===== src/rtl/veer_types.sv =====
// Shared types and defaults for the EXU divide writeback controller.
package veer_types;

    localparam int unsigned EXU_DIV_LATENCY_DEF = 36;
    localparam int unsigned EXU_DIV_TIMEOUT_DEF = 48;
    localparam int unsigned EXU_DIV_CNT_W       = 6;

    typedef enum logic [1:0] {
        StIdle  = 2'd0,
        StWait  = 2'd1,
        StDrain = 2'd2,
        StHold  = 2'd3
    } exu_div_wb_state_t;

    // Cycle counter increment that sticks at all-ones.
    function automatic logic [EXU_DIV_CNT_W-1:0] sat_inc(input logic [EXU_DIV_CNT_W-1:0] v);
        return (v == '1) ? v : v + 1'b1;
    endfunction

endpackage


===== src/rtl/rvdff.sv =====
// Plain D flop vector with asynchronous active-low reset.
module rvdff #(
    parameter int WIDTH = 1
) (
    input  logic [WIDTH-1:0] din,
    input  logic             clk,
    input  logic             rst_l,
    input  logic             scan_mode,
    output logic [WIDTH-1:0] dout
);

    // Reset is held inactive in scan mode so the chain can shift.
    logic rst_eff_l;
    assign rst_eff_l = rst_l | scan_mode;

    always_ff @(posedge clk or negedge rst_eff_l) begin
        if (!rst_eff_l) begin
            dout <= '0;
        end else begin
            dout <= din;
        end
    end

endmodule


===== src/rtl/rvdffs.sv =====
// D flop vector with load enable and asynchronous active-low reset.
module rvdffs #(
    parameter int WIDTH = 1
) (
    input  logic [WIDTH-1:0] din,
    input  logic             en,
    input  logic             clk,
    input  logic             rst_l,
    input  logic             scan_mode,
    output logic [WIDTH-1:0] dout
);

    logic rst_eff_l;
    assign rst_eff_l = rst_l | scan_mode;

    always_ff @(posedge clk or negedge rst_eff_l) begin
        if (!rst_eff_l) begin
            dout <= '0;
        end else if (en) begin
            dout <= din;
        end
    end

endmodule


===== src/rtl/exu_div_wb_ctl.sv =====
// Tracks one outstanding divide from issue to writeback, checking the divider's
// fixed latency and abandoning it after a timeout.
module exu_div_wb_ctl
    import veer_types::*;
#(
    parameter int unsigned DIV_LATENCY = EXU_DIV_LATENCY_DEF,
    parameter int unsigned TIMEOUT     = EXU_DIV_TIMEOUT_DEF
) (
    input  logic        clk,
    input  logic        rst_l,
    input  logic        scan_mode,
    input  logic        div_valid,
    input  logic [4:0]  div_rd,
    input  logic        flush_lower,
    input  logic        div_finish,
    input  logic [31:0] div_result,
    input  logic        wb_grant,
    output logic        wb_req,
    output logic [4:0]  wb_rd,
    output logic [31:0] wb_data,
    output logic        div_busy,
    output logic        lat_err,
    output logic        tmo_err
);

    localparam logic [EXU_DIV_CNT_W-1:0] LatCnt = EXU_DIV_CNT_W'(DIV_LATENCY);
    localparam logic [EXU_DIV_CNT_W-1:0] TmoCnt = EXU_DIV_CNT_W'(TIMEOUT);

    exu_div_wb_state_t        state_q, state_d;
    logic [1:0]               state_raw;
    logic [EXU_DIV_CNT_W-1:0] count_q, count_d;
    logic [4:0]               rd_q;
    logic                     issue_en;
    logic                     cap_en;

    assign state_q = exu_div_wb_state_t'(state_raw);

    always_comb begin
        state_d  = state_q;
        count_d  = count_q;
        issue_en = 1'b0;
        cap_en   = 1'b0;
        lat_err  = 1'b0;
        tmo_err  = 1'b0;
        div_busy = 1'b1;
        unique case (state_q)
            StIdle: begin
                div_busy = 1'b0;
                if (div_valid && !flush_lower) begin
                    issue_en = 1'b1;
                    count_d  = '0;
                    state_d  = StWait;
                end
            end
            StWait: begin
                count_d = sat_inc(count_q);
                // Timeout takes priority over a finish landing in the same cycle.
                if (count_q == TmoCnt) begin
                    tmo_err = 1'b1;
                    state_d = StIdle;
                end else if (div_finish && flush_lower) begin
                    state_d = StIdle;
                end else if (div_finish) begin
                    cap_en  = 1'b1;
                    lat_err = (count_q != LatCnt);
                    state_d = StHold;
                end else if (flush_lower) begin
                    state_d = StDrain;
                end
            end
            StDrain: begin
                count_d = sat_inc(count_q);
                if (count_q == TmoCnt) begin
                    tmo_err = 1'b1;
                    state_d = StIdle;
                end else if (div_finish) begin
                    state_d = StIdle;
                end
            end
            StHold: begin
                // Result is already past the flush point; only the grant releases it.
                if (wb_grant) begin
                    div_busy = 1'b0;
                    state_d  = StIdle;
                    if (div_valid && !flush_lower) begin
                        issue_en = 1'b1;
                        count_d  = '0;
                        state_d  = StWait;
                    end
                end
            end
            default: begin
                state_d = StIdle;
            end
        endcase
    end

    assign wb_req = (state_q == StHold);

    rvdff #(.WIDTH(2)) u_state_ff (
        .din       (state_d),
        .clk       (clk),
        .rst_l     (rst_l),
        .scan_mode (scan_mode),
        .dout      (state_raw)
    );

    rvdff #(.WIDTH(EXU_DIV_CNT_W)) u_count_ff (
        .din       (count_d),
        .clk       (clk),
        .rst_l     (rst_l),
        .scan_mode (scan_mode),
        .dout      (count_q)
    );

    rvdffs #(.WIDTH(5)) u_rd_ff (
        .din       (div_rd),
        .en        (issue_en),
        .clk       (clk),
        .rst_l     (rst_l),
        .scan_mode (scan_mode),
        .dout      (rd_q)
    );

    // The writeback copy of rd only moves on capture, so a flushed or
    // back-to-back issue never disturbs the visible wb_rd.
    rvdffs #(.WIDTH(5)) u_wb_rd_ff (
        .din       (rd_q),
        .en        (cap_en),
        .clk       (clk),
        .rst_l     (rst_l),
        .scan_mode (scan_mode),
        .dout      (wb_rd)
    );

    rvdffs #(.WIDTH(32)) u_wb_data_ff (
        .din       (div_result),
        .en        (cap_en),
        .clk       (clk),
        .rst_l     (rst_l),
        .scan_mode (scan_mode),
        .dout      (wb_data)
    );

endmodule


===== config.mk =====
export PLATFORM = sky130hd
export DESIGN_NAME = exu_div_wb_ctl
export DESIGN_NICKNAME = d
export VERILOG_FILES = /design/src/rtl/veer_types.sv /design/src/rtl/rvdff.sv /design/src/rtl/rvdffs.sv /design/src/rtl/exu_div_wb_ctl.sv
export SDC_FILE = /design/constraint.sdc
export NUM_CORES = 1
export LEC_CHECK = 0
export ABC_CLOCK_PERIOD_IN_PS = 4600
export CAP_MARGIN = 20
export CORE_ASPECT_RATIO = 1.1
export CORE_MARGIN = 8
export CORE_UTILIZATION = 40
export DETAILED_ROUTE_END_ITERATION = 10
export HOLD_SLACK_MARGIN = 0.1
export PLACE_DENSITY = 0.73
export SLEW_MARGIN = 20
export SYNTH_ARGS = -nofsm -noshare
export SYNTH_HDL_FRONTEND = slang
export SYNTH_SLANG_ARGS = --single-unit
export TNS_END_PERCENT = 1

===== constraint.sdc =====
create_clock -name clk -period 4.6 [get_ports clk]
set_clock_uncertainty 0.05 [all_clocks]
set_input_delay 0.69 -clock clk [delete_from_list [all_inputs] [get_ports clk]]
set_output_delay 0.69 -clock clk [all_outputs]
set_load 0.02 [all_outputs]

==> impl_metrics.toml, run 1 <==
[cells_and_area]
num_antenna_cells = 0
multi_input_area_um2 = 1100
final_nets = 307
stdcell_count = 337
drive_gt1_share_pct = 23.3
nFillCells = 496
final_util_pct = 57.3
areaGrowthSynthToFinish_pct = 42.0
ff_latch_area_um2 = 1250

[min_path]
hold_end = "u_wb_rd_ff.dout[2]"
whs_path_depth = 1
worstHoldStart = "u_rd_ff.dout[2]"
hold_path.class = "reg -> reg"

[setup_path]
worstReg2RegStart = "u_count_ff.dout[0]"
crit_path_frequent_cell = "clkdlybuf4s50_1"
required_ns = 3.86
end_kind = "output port"
critPathKind = "in -> out"
cpPeakStageDelay_ns = 0.67
crit_arrival_ns = 2.26
critPathMaxFanout = 6
r2r_cells = 7
r2r_end = "u_wb_data_ff.dout[2]"
cpMaxStageDelayCell = "clkdlybuf4s50_1"
crit_chain = "clkdlybuf4s50_1, nor4bb_1, clkdlybuf4s50_1"
worstSetupStartpointType = "primary input"
r2r_slack_ns = 2.28

[global_routing]
antenna_found_initial = 0
grt.overflow.total = 0
grt_pass1_wl_um = 9050
grt_max_degree = 41
grt_pass1_vias = 1803
grt.total_usage_pct = 12.5

[timing]
fin_ws_ns = 1.60
fin_crit_sh_pct = 65.1
setup_viol = 0
max_freq_ghz = 0.334
worst_pin_slew_ns = 0.670
rsz0062_at_grt = "no"
finalWorstPathRequiredPeriod_ns = 3.00
setup_tns_ns = 0
hold_violations = 0
drv_slew = 0
relSlewSlack_pct = 55.3

[detailed_routing]
highest_layer = "met4"
wl_met1_um = 2400
via_per_inst = 4.82
antenna_left = 0
drc = 0
route.met3.wl_um = 255
drt-total-wl_um = 5450
drtIter0Drc = 40
wl_per_cell_um = 16.2
wl_met2_um = 2740
first_pass_iters = 4
num_vias = 1625

[yosys]
ys.flop_type = "dfrtp_1"
synthArstFlopShare_pct = 100
synthCells = 168
ys_warn_count = 0
synth-edff-count = 0
netlist_area_um2 = 2440
ys_types = 38
seq_area_frac_synth_pct = 51.3
ys_seq_elements = 50
synth_area_per_cell_um2 = 14.5
syn-num-nets = 219

[run]
cap_violations = 0

[clock_tree]
ctsRootBufferMaster = "clkbuf_8"
clock_path_buffers = 2
clkSlewWorstSetupHoldPaths_ns = 0.08
cts_sinks = 50
cts_made_buffers = 5
cts_htree_levels = 2
post_cts_resized = 0
clkLatencyLatePin_ns = 0.29
post_cts_buffers = 0
tritoncts = "built"
cts_hold_buf = 0

[floorplan]
rows = 30
die_x_um = 90.4
core-area_um2 = 6040
num_io_pins = 85
fp.dieH_um = 97.9
start_util_pct = 40.4
dieArea_um2 = 8850

[placed_design]
numPlacedInstances = 329
portBuffers = 84
pre_cts_slack_ns = 1.63
dp_hpwl_um = 4030
gp_congestion = 0.815

[power_and_ir_drop]
power.density_nw_per_um2 = 668
finalPower_mw = 2.31
peakVddDrop_mv = 0.249
leakage_nw = 1.48

[status]
status = "complete, no violations"
## synthesized netlist by cell type, drive strengths merged (2+ instances only)
cell type / count / area [um2]
a211oi: 2 / 15.0
a21oi: 6 / 30.0
a22o: 3 / 26.3
and2: 2 / 13.8
and3: 3 / 20.0
buf: 4 / 71.3
dfrtp: 50 / 1250
ha: 7 / 87.6
inv: 4 / 15.0
mux2: 42 / 586
mux2i: 3 / 30.0
nand2: 5 / 18.8
nand2b: 4 / 32.5
nand3: 3 / 15.0
nor2: 7 / 33.8
nor2b: 6 / 37.5
nor3: 2 / 15.0
nor4bb: 2 / 35.0
o31ai: 2 / 15.0
## state kept, by name, indices dropped and copies added, names as in the netlist
signal             flops
u_wb_rd_ff.dout        5
u_rd_ff.dout           5
u_wb_data_ff.dout     32
u_count_ff.dout        6
u_state_ff.dout        2
## metrics by stage
| stage | hold WS (ns) | instance area (um2) |
|---|---|---|
| after floorplan | 0.425 | 2440 |
| after global placement | 0.430 | 3320 |
| after detailed placement | 0.438 | 3320 |
| after CTS | 0.459 | 3460 |
| after global routing | 0.478 | 3460 |
| final | 0.452 | 3460 |
## where the power goes
group / internal (mW) / switching [mW] / total [mW]
clock: 0.232 / 0.142 / 0.374
combinational: 0.657 / 0.511 / 1.17
sequential: 0.648 / 0.123 / 0.771
## kinds of logic after synthesis
| family | Yosys count | share of synthesized area (%) |
|---|---|---|
| AOI/OAI and AO/OA | 18 | 5.13 |
| adders and majority gates | 7 | 3.59 |
| muxes | 45 | 25.2 |
| and+or+nand+nor | 39 | 11.0 |
| DFF | 50 | 51.3 |
| buffers and inverters | 9 | 3.69 |
## worst max path at each step
stage	to	cells after the start	slack, ns	startpoint
2_1_floorplan	lat_err	5	2.33	u_count_ff.dout[0]
3_3_place_gp	lat_err	3	1.67	flush_lower
3_5_place_dp	lat_err	3	1.63	flush_lower
4_1_cts	lat_err	3	1.61	flush_lower
5_1_grt	lat_err	3	1.53	flush_lower
6_report	lat_err	3	1.60	flush_lower
## cells in the final DEF, fill, tap and decap left out
cell             netlist  layout
nand3b_4               1       1
and3_2                 1       1
o41ai_1                1       1
nor4bb_4               1       1
nand2b_4               1       1
and3_1                 2       2
nor2_1                 6       6
a311o_1                1       1
or2_2                  1       1
mux2_4                30      30
nor3_2                 1       1
nor2_4                 1       1
bufinv_16              0       2
nor2b_1                6       6
and2_2                 1       1
clkbuf_8               0       6
a211oi_1               2       2
inv_1                  4       4
a21oi_1                6       6
o22ai_1                1       1
o31ai_1                2       2
mux2i_1                3       3
nand2_1                5       5
nand2b_1               3       3
nor4bb_1               1       1
nor3_1                 1       1
a32oi_1                1       1
and2_1                 1       1
buf_4                  0       2
nand4_1                1       1
o21ai_0                1       1
dfrtp_1               50      50
ha_1                   7       7
clkdlybuf4s50_1        0      84
or2b_1                 1       1
mux2_2                12      12
nor3b_1                1       1
nand3_1                3       3
a22o_1                 3       3
## area by class of cell
type | instances | share of cell area [%]
sequential | 50 | 36.1
multi-input combinational | 109 | 31.7
timing repair buffer | 86 | 24.7
tap | 80 | 2.89
clock buffer | 6 | 2.39
clock inverter | 2 | 1.73
inverter | 4 | 0.434
## per-layer routing
layer / GRT usage (%) / vias up
met4: 3.85 / 0
met3: 3.68 / 7
met5: 0 / -
li1: - / 773
met1: 14.3 / 804
met2: 22.0 / 41
## worst max-delay path: cells and delay by family
family	cells	cell delay (ns)
buffers and inverters	2	1.20
and+or+nand+nor	1	0.36
Power figures use the tool's default switching activity.
==> run 2, diff against run 1 <==
--- a/config.mk
+++ b/config.mk
@@ -5,14 +5,14 @@
 export SDC_FILE = /design/constraint.sdc
 export NUM_CORES = 1
 export LEC_CHECK = 0
-export ABC_CLOCK_PERIOD_IN_PS = 4600
+export ABC_CLOCK_PERIOD_IN_PS = 2550
 export CAP_MARGIN = 20
 export CORE_ASPECT_RATIO = 1.1
 export CORE_MARGIN = 8
 export CORE_UTILIZATION = 40
 export DETAILED_ROUTE_END_ITERATION = 10
 export HOLD_SLACK_MARGIN = 0.1
-export PLACE_DENSITY = 0.73
+export PLACE_DENSITY = 0.76
 export SLEW_MARGIN = 20
 export SYNTH_ARGS = -nofsm -noshare
 export SYNTH_HDL_FRONTEND = slang
==> constraint.sdc (replaced) <==
create_clock -name clk -period 2.55 [get_ports clk]
set_clock_uncertainty 0.05 [all_clocks]
set_input_delay 0.3825 -clock clk [delete_from_list [all_inputs] [get_ports clk]]
set_output_delay 0.3825 -clock clk [all_outputs]
set_load 0.02 [all_outputs]
==> run 2 against run 1 <==
  * Sequential share of layout area increased by 0.13 points
  * Critical endpoint is now div_busy
  * Non-clock buffer count increased by 3
  * Highest routed layer unchanged
  * Global-route usage is 0.11 points higher
  * Via count rose by 0.12%
  * Largest power group unchanged
  * Cell count grew 0.89%
  * Largest cell class unchanged
==> impl_metrics.toml, run 2 (synthesis results as in run 1) <==
[cells_and_area]
ff_latch_area_um2 = 1250
regMostFlops = "u_wb_data_ff.dout"
multi_input_area_um2 = 1100
most-common-layout-cells = "clkdlybuf4s50_1, dfrtp_1, mux2_4, mux2_2, ha_1"
areaGrowthSynthToFinish_pct = 41.5
largest_register_ffs = 32
num_antenna_cells = 0
final_nets = 310
reg_top3 = "u_wb_data_ff.dout: 32 flops, u_count_ff.dout: 6 flops"
fin_area_um2 = 3450
layout_commonest_cell = "clkdlybuf4s50_1"
nFillCells = 497
drive_gt1_share_pct = 24.2

[power_and_ir_drop]
peakVddDrop_mv = 0.648
power.density_nw_per_um2 = 1160
leakage_nw = 1.49

[clock_tree]
cts_htree_levels = 2
post_cts_resized = 1
ctsRootBufferMaster = "clkbuf_8"
cts_made_buffers = 5
tritoncts = "built"
clock_path_buffers = 2
clkLatencyLatePin_ns = 0.31
post_cts_buffers = 0
cts_hold_buf = 0
clkSlewWorstSetupHoldPaths_ns = 0.09
cts_sinks = 50

[timing]
fin_crit_sh_pct = 90.3
max_freq_ghz = 0.434
hold_violations = 0
setup_tns_ns = 0
setup_viol = 0
finalWorstPathRequiredPeriod_ns = 2.30
drv_slew = 0
worst_pin_slew_ns = 0.611
relSlewSlack_pct = 59.2
rsz0062_at_grt = "no"

[global_routing]
grt_pass1_wl_um = 9140
grt.overflow.total = 0
grt.total_usage_pct = 12.7
grt_pass1_vias = 1833
antenna_found_initial = 0
grt_max_degree = 51

[detailed_routing]
drc = 0
first_pass_iters = 4
drtIter0Drc = 42
num_vias = 1627
wl_per_cell_um = 16.1
antenna_left = 0
via_per_inst = 4.79
drt-total-wl_um = 5490

[setup_path]
critPathLaunch = "u_state_ff.dout[1]"
crit_arrival_ns = 1.87
path_buf_inv = 1
critPathMaxFanout = 7
critPathKind = "reg -> out"
r2r_end = "u_wb_rd_ff.dout[1]"
cpPeakStageDelay_ns = 0.61
r2r_cells = 7
required_ns = 2.12
cpMaxStageDelayCell = "clkdlybuf4s50_1"
crit_path_frequent_cell = "nand2b_1"
end_kind = "output port"
crit_chain = "ha_1, nand2b_1, nand2b_1, clkdlybuf4s50_1"
r2r_slack_ns = 0.50
worstSetupStartpointType = "flop"
critPathTopFamily = "buffers and inverters"
worstReg2RegStart = "u_count_ff.dout[0]"

[min_path]
hold_end = "u_wb_rd_ff.dout[4]"
whs_path_depth = 1
hold_path.class = "reg -> reg"
worstHoldStart = "u_rd_ff.dout[4]"

[placed_design]
portBuffers = 84
dp_hpwl_um = 4220
place_area_um2 = 3350
gp_congestion = 0.832

[floorplan]
core-area_um2 = 6040
num_io_pins = 85
rows = 30
die_x_um = 90.4
fp.dieH_um = 97.9
dieArea_um2 = 8850
start_util_pct = 40.4

[status]
status = "complete, no violations"

[run]
cap_violations = 0
## run 2: cell count changes in the layout (fill, tap and decap cells not counted), sizes merged
cell           change
dlygate4sd2        +1
clkinvlp           +1
bufinv             -2
clkbuf             -1
clkinv             +1
buf                +3
clkdlybuf4s50      -2
dlymetal6s2s       +1
inv                +1
## run 2: worst max path at each step
stage / end / slack, ns / cells after the start
after floorplan: lat_err / 0.59 / 5
after global placement: lat_err / 0.31 / 3
after detailed placement: lat_err / 0.30 / 3
after CTS: tmo_err / 0.03 / 6
after global routing: div_busy / 0.10 / 4
final: div_busy / 0.25 / 4
## run 2: per-stage QoR
step | setup slack, ns | instances | hold slack, ns | utilization [%] | power [mW]
detailed placement | 0.302 | 332 | 0.441 | 55.5 | 3.58
global route | 0.102 | 340 | 0.476 | 57.1 | 4.26
floorplan | 0.588 | 168 | 0.425 | - | 2.67
global placement | 0.306 | 332 | 0.439 | 55.5 | 3.53
CTS | 0.0264 | 340 | 0.459 | 57.0 | 4.07
finish | 0.247 | 340 | 0.458 | 57.1 | 4.01
## run 2: layout make-up
| class | instances | area share (%) |
|---|---|---|
| flip-flops and latches | 50 | 36.3 |
| inverters | 4 | 0.435 |
| clock inverters | 3 | 0.725 |
| repair buffers | 89 | 25.9 |
| multi-input cells | 109 | 31.8 |
| clock buffers | 5 | 1.99 |
| well taps | 80 | 2.90 |
## run 2: metal layers
metal  track usage (%)  share of wire (%)
met1              14.4                 42
met2              21.8                 51
met3              4.60                6.1
met4              3.46               0.31
met5                 0                  0
## run 2: report_power, final
part           leakage [nW]  total, mW  internal (mW)  switching (mW)
sequential            0.581       1.40           1.17           0.230
combinational         0.863       2.14           1.21           0.939
clock                0.0447      0.471          0.198           0.272
==> run 3, diff against run 2 <==
--- a/config.mk
+++ b/config.mk
@@ -8,8 +8,8 @@
 export ABC_CLOCK_PERIOD_IN_PS = 2550
 export CAP_MARGIN = 20
 export CORE_ASPECT_RATIO = 1.1
-export CORE_MARGIN = 8
 export CORE_UTILIZATION = 40
+export CTS_BUF_LIST = sky130_fd_sc_hd__clkbuf_8
 export DETAILED_ROUTE_END_ITERATION = 10
 export HOLD_SLACK_MARGIN = 0.1
 export PLACE_DENSITY = 0.76
==> run 3 against run 2 <==
  * Design area shrank 0.29%
  * Largest cell class unchanged
  * First-iteration DRC count shrank 9.5%
  * Via count grew 0.55%
  * Total power shrank 1.1%
  * Non-clock buffer count shrank 1
  * Largest power group unchanged
  * Global-route usage grew 4.0 points
  * Routed wire length shrank 9.7%
  * Worst setup slack lost 0.017 ns
  * Clock power shrank 2%
==> impl_metrics.toml, run 3 (synthesis results as in run 1) <==
[min_path]
hold_end = "u_wb_rd_ff.dout[1]"
whs_path_depth = 1
worstHoldStart = "u_rd_ff.dout[1]"
hold_path.class = "reg -> reg"

[timing]
drv_slew = 0
finalWorstPathRequiredPeriod_ns = 2.32
setup_viol = 0
worst_pin_slew_ns = 0.619
relSlewSlack_pct = 58.7
rsz0062_at_grt = "no"
fin_crit_sh_pct = 91.0
setup_tns_ns = 0
fin_ws_ns = 0.230
hold_violations = 0
max_freq_ghz = 0.431

[cells_and_area]
largest_register_ffs = 32
areaGrowthSynthToFinish_pct = 41.0
drive_gt1_share_pct = 23.9
most-common-layout-cells = "clkdlybuf4s50_1, dfrtp_1, mux2_4, mux2_2, ha_1"
layout_commonest_cell = "clkdlybuf4s50_1"
fin_area_um2 = 3440
regMostFlops = "u_wb_data_ff.dout"
reg_top3 = "u_wb_data_ff.dout: 32 flops, u_count_ff.dout: 6 flops"
final_nets = 309
num_antenna_cells = 0

[clock_tree]
post_cts_buffers = 0
tritoncts = "built"
cts_sinks = 50
clkLatencyLatePin_ns = 0.29
cts_htree_levels = 2
clock_path_buffers = 2
ctsRootBufferMaster = "clkbuf_8"
cts_made_buffers = 5
clkSlewWorstSetupHoldPaths_ns = 0.09

[setup_path]
crit_arrival_ns = 1.89
worstReg2RegStart = "u_count_ff.dout[0]"
critPathLaunch = "u_state_ff.dout[1]"
crit_path_frequent_cell = "nand2b_1"
worstSetupStartpointType = "flop"
end_kind = "output port"
r2r_cells = 7
r2r_end = "u_wb_data_ff.dout[1]"
critPathMaxFanout = 7
r2r_slack_ns = 0.46
cpPeakStageDelay_ns = 0.60
required_ns = 2.12
critPathKind = "reg -> out"
cpMaxStageDelayCell = "clkdlybuf4s50_1"
crit_chain = "ha_1, nand2b_1, nand2b_1, clkdlybuf4s50_1"

[power_and_ir_drop]
power.density_nw_per_um2 = 1150
peakVddDrop_mv = 0.604
leakage_nw = 1.49
finalPower_mw = 3.97

[detailed_routing]
highest_layer = "met4"
drc = 0
wl_met2_um = 2480
wl_met1_um = 2190
drt-total-wl_um = 4950
num_vias = 1636
wl_per_cell_um = 14.7
via_per_inst = 4.87
route.met3.wl_um = 219
antenna_left = 0
first_pass_iters = 4
drtIter0Drc = 38

[placed_design]
pre_cts_slack_ns = 0.220
place_area_um2 = 3340
gp_congestion = 0.843
dp_hpwl_um = 3630
portBuffers = 84

[floorplan]
num_io_pins = 85
rows = 29
dieArea_um2 = 6410
start_util_pct = 41.7
die_x_um = 76.4
fp.dieH_um = 83.9
core-area_um2 = 5840

[global_routing]
grt.overflow.total = 0
grt_pass1_vias = 1702
grt_pass1_wl_um = 8460
grt_max_degree = 51
antenna_found_initial = 0
grt.total_usage_pct = 16.7

[status]
status = "complete, no violations"

[run]
cap_violations = 0
[run 3: timing repair]
action / 4_1_cts / 5_1_grt
resized for setup: 1 / 1
hold buffers: 0 / 0
setup endpoints to repair: 1 / 1
[run 3: cell type report]
cell class,instances,area (um2)
Sequential cell,50,1250
Fill cell,480,2400
Multi-Input combinational cell,109,1100
Tap cell,77,96.3
Clock inverter,2,12.5
Timing Repair Buffer,88,885
Clock buffer,6,82.6
Inverter,4,15.0
[run 3: metal layers]
metal / GRT usage [%] / vias up
met2: 28.4 / 51
met5: 0 / -
met1: 21.0 / 802
met4: 4.72 / 0
met3: 3.93 / 6
li1: - / 777
[run 3: stage by stage]
stage	std cells	util [%]	hold slack, ns
6_report	336	58.9	0.463
3_5_place_dp	328	57.2	0.442
4_1_cts	336	58.8	0.467
3_3_place_gp	328	57.2	0.431
5_1_grt	336	58.9	0.485
2_1_floorplan	168	-	0.425
[run 3: critical path, delay by kind of cell, from the launching register on]
| family | cells | cell delay, ns |
|---|---|---|
| adders and majority gates | 1 | 0.28 |
| buffers and inverters | 1 | 0.60 |
| DFF | 1 | 0.41 |
| and+or+nand+nor | 2 | 0.30 |
[run 3: how the worst max path moves through the flow]
stage	to	slack [ns]
floorplan	lat_err	0.59
global placement	lat_err	0.29
detailed placement	lat_err	0.22
CTS	tmo_err	0.007
global route	div_busy	0.07
finish	div_busy	0.23
[run 3: where the power goes]
part	internal (mW)	switching, mW	total, mW
Clock	0.218	0.242	0.461
Sequential	1.17	0.227	1.40
Combinational	1.20	0.910	2.11
Total	2.59	1.38	3.97
